--- config.mk ---
export PLATFORM = sky130hd
export DESIGN_NAME = reorder_buffer
export DESIGN_NICKNAME = d
export VERILOG_FILES = /design/src/rtl/reorder_buffer.sv
export SDC_FILE = /design/constraint.sdc
export NUM_CORES = 2
export LEC_CHECK = 0
export BUFFER_PORTS_ARGS = -buffer_cell sky130_fd_sc_hd__buf_4
export CORE_MARGIN = 1.5
export CORE_UTILIZATION = 55
export DETAILED_ROUTE_END_ITERATION = 12
export GPL_TIMING_DRIVEN = 1
export PLACE_DENSITY = 0.78
export SLEW_MARGIN = 20
export SYNTH_ARGS = -nofsm -noshare
export SYNTH_HDL_FRONTEND = slang
export SYNTH_SLANG_ARGS = --single-unit
--- constraint.sdc ---
create_clock -name clk_in -period 9.45 [get_ports clk_in]
set_clock_uncertainty 0.2 [all_clocks]
set_input_delay 0.945 -clock clk_in [delete_from_list [all_inputs] [get_ports clk_in]]
set_output_delay 0.945 -clock clk_in [all_outputs]
set_load 0.005 [all_outputs]
--- src/rtl/reorder_buffer.sv ---
// Reorder buffer: circular in-order commit queue with CDB writeback and branch rollback.
// Define ROB_QUERY_BYPASS_EN to enable operand-query lookup with CDB forwarding.
module reorder_buffer #(
  parameter int ROB_DEPTH = 16,
  parameter int TAG_W     = 5
) (
  input  logic             clk_in,
  input  logic             rst_in,
  input  logic             rdy_in,
  input  logic             alloc_valid_from_dispatcher,
  input  logic [4:0]       rd_from_dispatcher,
  input  logic [31:0]      pc_from_dispatcher,
  input  logic             is_branch_from_dispatcher,
  input  logic             pred_taken_from_dispatcher,
  output logic             full_to_dispatcher,
  output logic [TAG_W-1:0] tag_to_dispatcher,
  input  logic [TAG_W-1:0] q1_from_dispatcher,
  input  logic [TAG_W-1:0] q2_from_dispatcher,
  output logic             ready1_to_dispatcher,
  output logic             ready2_to_dispatcher,
  output logic [31:0]      value1_to_dispatcher,
  output logic [31:0]      value2_to_dispatcher,
  input  logic             cdb_valid_in,
  input  logic [TAG_W-1:0] cdb_tag_in,
  input  logic [31:0]      cdb_value_in,
  input  logic             cdb_taken_in,
  input  logic [31:0]      cdb_target_in,
  output logic             commit_flag_out,
  output logic [4:0]       rd_to_register,
  output logic [31:0]      V_to_register,
  output logic [TAG_W-1:0] Q_to_register,
  output logic             rollback_flag_out,
  output logic [31:0]      rollback_pc_out
);

  localparam int IDX_W = $clog2(ROB_DEPTH);
  localparam int CNT_W = IDX_W + 1;

  logic [ROB_DEPTH-1:0] busy, ready;
  logic [ROB_DEPTH-1:0] br_mem, pred_mem, taken_mem;
  logic [4:0]           rd_mem     [ROB_DEPTH];
  logic [31:0]          pc_mem     [ROB_DEPTH];
  logic [31:0]          value_mem  [ROB_DEPTH];
  logic [31:0]          target_mem [ROB_DEPTH];
  logic [IDX_W-1:0]     head, tail;
  logic [CNT_W-1:0]     count;

  logic             cdb_hit, alloc_ok, commit_ok, mispredict;
  logic [IDX_W-1:0] cdb_idx;

  function automatic logic tag_in_range(input logic [TAG_W-1:0] t);
    return (t != '0) && (t <= TAG_W'(ROB_DEPTH));
  endfunction

  function automatic logic [IDX_W-1:0] tag_idx(input logic [TAG_W-1:0] t);
    return IDX_W'(t - TAG_W'(1));
  endfunction

  // A pending rollback (flag high) blocks every update except the flush itself.
  assign cdb_idx            = tag_idx(cdb_tag_in);
  assign cdb_hit            = cdb_valid_in && tag_in_range(cdb_tag_in) && busy[cdb_idx] && !rollback_flag_out;
  assign full_to_dispatcher = (count == CNT_W'(ROB_DEPTH));
  assign alloc_ok           = alloc_valid_from_dispatcher && !full_to_dispatcher && !rollback_flag_out;
  assign commit_ok          = busy[head] && ready[head] && !rollback_flag_out;
  assign mispredict         = br_mem[head] && (taken_mem[head] != pred_mem[head]);
  assign tag_to_dispatcher  = TAG_W'(tail) + TAG_W'(1);

  always_ff @(posedge clk_in or negedge rst_in) begin
    if (!rst_in) begin
      head              <= '0;
      tail              <= '0;
      count             <= '0;
      busy              <= '0;
      ready             <= '0;
      commit_flag_out   <= 1'b0;
      rd_to_register    <= '0;
      V_to_register     <= '0;
      Q_to_register     <= '0;
      rollback_flag_out <= 1'b0;
      rollback_pc_out   <= '0;
    end else if (rdy_in) begin
      commit_flag_out   <= commit_ok;
      rollback_flag_out <= commit_ok && mispredict;
      rd_to_register    <= commit_ok ? rd_mem[head] : 5'd0;
      if (commit_ok) begin
        V_to_register <= value_mem[head];
        Q_to_register <= TAG_W'(head) + TAG_W'(1);
      end
      if (commit_ok && mispredict)
        rollback_pc_out <= taken_mem[head] ? target_mem[head] : pc_mem[head] + 32'd4;

      if (rollback_flag_out) begin
        busy  <= '0;
        ready <= '0;
        head  <= '0;
        tail  <= '0;
        count <= '0;
      end else begin
        if (alloc_ok) begin
          busy[tail]  <= 1'b1;
          ready[tail] <= 1'b0;
          tail        <= tail + IDX_W'(1);
        end
        if (cdb_hit)
          ready[cdb_idx] <= 1'b1;
        if (commit_ok) begin
          busy[head]  <= 1'b0;
          ready[head] <= 1'b0;
          head        <= head + IDX_W'(1);
        end
        if (alloc_ok && !commit_ok)
          count <= count + CNT_W'(1);
        else if (!alloc_ok && commit_ok)
          count <= count - CNT_W'(1);
      end
    end
  end

  // Payload storage needs no reset: busy/ready gate every read that matters.
  always_ff @(posedge clk_in) begin
    if (rdy_in) begin
      if (alloc_ok) begin
        rd_mem[tail]   <= rd_from_dispatcher;
        pc_mem[tail]   <= pc_from_dispatcher;
        br_mem[tail]   <= is_branch_from_dispatcher;
        pred_mem[tail] <= pred_taken_from_dispatcher;
      end
      if (cdb_hit) begin
        value_mem[cdb_idx]  <= cdb_value_in;
        taken_mem[cdb_idx]  <= cdb_taken_in;
        target_mem[cdb_idx] <= cdb_target_in;
      end
    end
  end

`ifdef ROB_QUERY_BYPASS_EN
  logic [IDX_W-1:0] q1_idx, q2_idx;

  assign q1_idx = tag_idx(q1_from_dispatcher);
  assign q2_idx = tag_idx(q2_from_dispatcher);

  always_comb begin
    ready1_to_dispatcher = 1'b0;
    value1_to_dispatcher = '0;
    if (cdb_valid_in && (q1_from_dispatcher != '0) && (cdb_tag_in == q1_from_dispatcher)) begin
      ready1_to_dispatcher = 1'b1;
      value1_to_dispatcher = cdb_value_in;
    end else if (tag_in_range(q1_from_dispatcher) && busy[q1_idx] && ready[q1_idx]) begin
      ready1_to_dispatcher = 1'b1;
      value1_to_dispatcher = value_mem[q1_idx];
    end
  end

  always_comb begin
    ready2_to_dispatcher = 1'b0;
    value2_to_dispatcher = '0;
    if (cdb_valid_in && (q2_from_dispatcher != '0) && (cdb_tag_in == q2_from_dispatcher)) begin
      ready2_to_dispatcher = 1'b1;
      value2_to_dispatcher = cdb_value_in;
    end else if (tag_in_range(q2_from_dispatcher) && busy[q2_idx] && ready[q2_idx]) begin
      ready2_to_dispatcher = 1'b1;
      value2_to_dispatcher = value_mem[q2_idx];
    end
  end
`else
  logic unused_query;

  assign unused_query         = ^{q1_from_dispatcher, q2_from_dispatcher};
  assign ready1_to_dispatcher = 1'b0;
  assign ready2_to_dispatcher = 1'b0;
  assign value1_to_dispatcher = '0;
  assign value2_to_dispatcher = '0;
`endif

endmodule

==> impl_metrics.py <==
metrics = {
    "run_status": {
        "outcome": "complete, no violations",
    },
    "grt": {
        "grt_pass1_wl_mm": 248,
        "grt_max_degree": 121,
        "overflow": 0,
        "antenna_found_initial": 24,
        "grt_use_total_pct": 26.8,
        "grt_pass1_vias": 35347,
    },
    "drt": {
        "drtIter0Drc": 5268,
        "wl_met2_mm": 87.0,
        "remaining_drc_errors": 0,
        "wl_per_cell_um": 32.9,
        "top_layer": "met5",
        "ant_nets": 0,
        "routed_wl_mm": 172,
        "via_per_inst": 6.69,
        "vias": 35023,
        "drt-met1-wl_mm": 62.2,
        "route.met3.wl_mm": 17.9,
        "drt_first_pass_iters": 6,
    },
    "floorplanning": {
        "coreArea_mm2": 0.126,
        "start_util_pct": 55.5,
        "die_area_mm2": 0.129,
        "die_height_um": 359,
        "die_w_um": 359,
        "rows": 130,
        "io_pins": 272,
    },
    "cells_and_area": {
        "layoutNonFillerInstCount": 5239,
        "final_cell_mix": "edfxtp_1 (1,664), mux4_2 (488), buf_4 (271), clkbuf_16 (171), nand2_1 (146)",
        "layout_commonest_cell": "edfxtp_1",
        "area_delta_synth_final_pct": 12.4,
        "final_nets": 3582,
        "fin_util_pct": 62.4,
        "drive_above_1_share_pct": 30.8,
        "fillCellCount": 8036,
    },
    "setup_path": {
        "max_stage_delay_ns": 0.94,
        "cp_max_fo": 85,
        "worstPathArrival_ns": 5.42,
        "ff2ff_setup_slack_ns": 4.57,
        "reg2reg_depth": 9,
        "reg2reg_to": "rollback_pc_out[15]$_DFFE_PN0P_",
        "slowest_stage": "dfrtp_4",
        "r2r-start": "head[0]$_DFFE_PN0P_",
        "startpoint_type": "flop",
        "startpoint": "head[0]$_DFFE_PN0P_",
        "setup.worst_path.class": "flop to flop",
        "setup.worst_path.end": "rollback_pc_out[15]$_DFFE_PN0P_",
        "critPathBufInv": 2,
        "endpoint_kind": "flop",
        "cp_top_family": "simple AND/OR/NAND/NOR gates",
        "path_cells": "buf_12 -> mux4_1 -> a22o_1 -> a221o_1 -> buf_4 -> xnor2_1 -> nand3_1 -> or3_1 -> nand4_1",
        "cp.required_ns": 10.00,
        "path_depth": 9,
    },
    "run": {
        "drv_cap": 0,
    },
    "synthesis": {
        "synth_area_mm2": 0.0699,
        "ys.flop_type": "edfxtp_1",
        "avgSynthCellArea_um2": 22.2,
        "ys_seq_area_share_pct": 75.9,
        "synth_cells": 3152,
        "yosysWarnings": 0,
        "synth_cell_type_count": 74,
        "ys_seq_elements": 1785,
        "ys_async_sr_fraction_pct": 6.78,
        "synth_edf_count": 1664,
    },
    "clock_network": {
        "cts.path.max_buffers": 3,
        "clkTransAtPathRegs_ns": 0.06,
        "post_cts_resized": 0,
        "clock_latency_ns": 0.82,
        "cts.sinks": 1785,
        "tritoncts": "done",
        "cts_buffers": 169,
        "h-tree-depth": 4,
        "postCtsHoldBufs": 1,
        "postCtsSetupBuffers": 0,
        "root_buffer": "clkbuf_16",
    },
    "sta": {
        "final_hold_viol_count": 0,
        "finalSetupTns_ns": 0,
        "worst_slew_pin_slew_ns": 1.08,
        "slew_violations": 0,
        "fin_crit_ns": 4.88,
        "rsz0062_at_grt": "no",
        "setup-violations-final": 0,
        "max_freq_ghz": 0.205,
        "max_slew_margin_pct": 27.8,
        "fin_crit_sh_pct": 51.6,
    },
    "hold_path": {
        "hold_class": "primary input to flop",
    },
    "placed_design": {
        "place.gp.congestion": 0.890,
        "portBuffers": 195,
        "dp_cells": 4918,
        "dp_hpwl_mm": 86.5,
    },
    "pwr": {
        "vdd_ir_drop_max_uv": 242,
        "p_leak_nw": 25.4,
        "powerDensity_mw_per_mm2": 270,
    },
}
where the power goes:
part	switching [mW]	internal [mW]	total [mW]
clock	2.94	3.82	6.76
combinational	2.71	2.41	5.12
sequential	0.330	9.01	9.34
per-stage QoR:
| stage | hold WS [ns] | power [mW] | setup WS, ns | instance area [µm²] |
|---|---|---|---|---|
| 6_report | 0.228 | 21.2 | 4.57 | 78500 |
| 5_1_grt | 0.205 | 21.9 | 4.31 | 78500 |
| 4_1_cts | 0.178 | 21.3 | 4.56 | 78500 |
| 3_5_place_dp | 0.267 | 14.5 | 3.90 | 73000 |
| 3_3_place_gp | 0.264 | 14.4 | 3.95 | 73000 |
| 2_1_floorplan | 0.250 | 13.0 | 1.30 | 70100 |
layout make-up:
class	count	area, µm²	area share (%)
Timing Repair Buffer	276	2120	2.69
Antenna cell	11	27.5	0.0350
Tap cell	1650	2060	2.63
Clock inverter	96	992	1.26
Clock buffer	213	4490	5.71
Multi-Input combinational cell	1190	15800	20.1
Inverter	18	72.6	0.0924
Sequential cell	1785	53000	67.5
worst min path at each step:
stage	slack [ns]	from	depth (start not counted)	end
finish	0.23	pc_from_dispatcher[17]	1	pc_mem[5][17]$_DFFE_PP_
global route	0.21	pc_from_dispatcher[6]	1	pc_mem[14][6]$_DFFE_PP_
CTS	0.18	pc_from_dispatcher[17]	1	pc_mem[4][17]$_DFFE_PP_
detailed placement	0.27	ready[0]$_DFFE_PN0P_	1	ready[0]$_DFFE_PN0P_
global placement	0.26	ready[5]$_DFFE_PN0P_	1	ready[5]$_DFFE_PN0P_
floorplan	0.25	ready[0]$_DFFE_PN0P_	1	ready[0]$_DFFE_PN0P_
Yosys cell counts (all sizes together), types with 3 or more instances:
master   instances  area share, %
a211oi           6          0.064
a21o            15           0.16
a21oi           26           0.19
a221o            4          0.057
a221oi           5          0.081
a22o            17           0.21
a22oi           44           0.47
a31o             3          0.038
a31oi            3          0.027
a32o             5          0.072
and2             7          0.063
and3             5          0.045
and4             3          0.038
buf            169            1.9
clkbuf          55           0.30
clkinv           3          0.016
dfrtp          121            4.3
edfxtp        1664             72
ha              17           0.30
inv             15          0.081
mux2            33           0.53
mux2i           10           0.14
mux4           495             16
nand2          153           0.84
nand2b           3          0.027
nand3           17           0.12
nand3b           4          0.048
nand4           19           0.21
nor2            55           0.30
nor2b            4          0.036
nor3            34           0.29
nor3b            3          0.048
nor4             4          0.057
nor4b            3          0.059
o2111ai          5          0.063
o211ai           5          0.054
o21ai           41           0.29
o221ai          13           0.16
o31ai            7          0.075
o41ai            3          0.038
xnor2           16           0.20
xor2            22           0.28
per-layer routing:
metal / track usage (%) / vias up
met1: 35.6 / 18511
met5: 0 / -
met3: 6.49 / 373
li1: - / 13693
met4: 8.45 / 28
met2: 44.1 / 2418
kinds of logic after synthesis:
logic type | synth area share [%]
flops | 75.9
mux | 16.7
simple gates | 2.24
buf+inv | 2.24
compound gates | 2.17
xor+xnor | 0.476
fa+ha+maj | 0.333
other cells | 0.00537
flip-flops by register name, summed over array words and instances, names as in the netlist:
register	count
rd_mem	80
commit_flag_out	1
count	5
target_mem	512
busy	16
ready	16
rd_to_register	5
V_to_register	32
tail	4
value_mem	512
rollback_pc_out	32
br_mem	16
head	4
Q_to_register	5
taken_mem	16
pred_mem	16
pc_mem	512
rollback_flag_out	1
(Power assumes the default switching activity.)
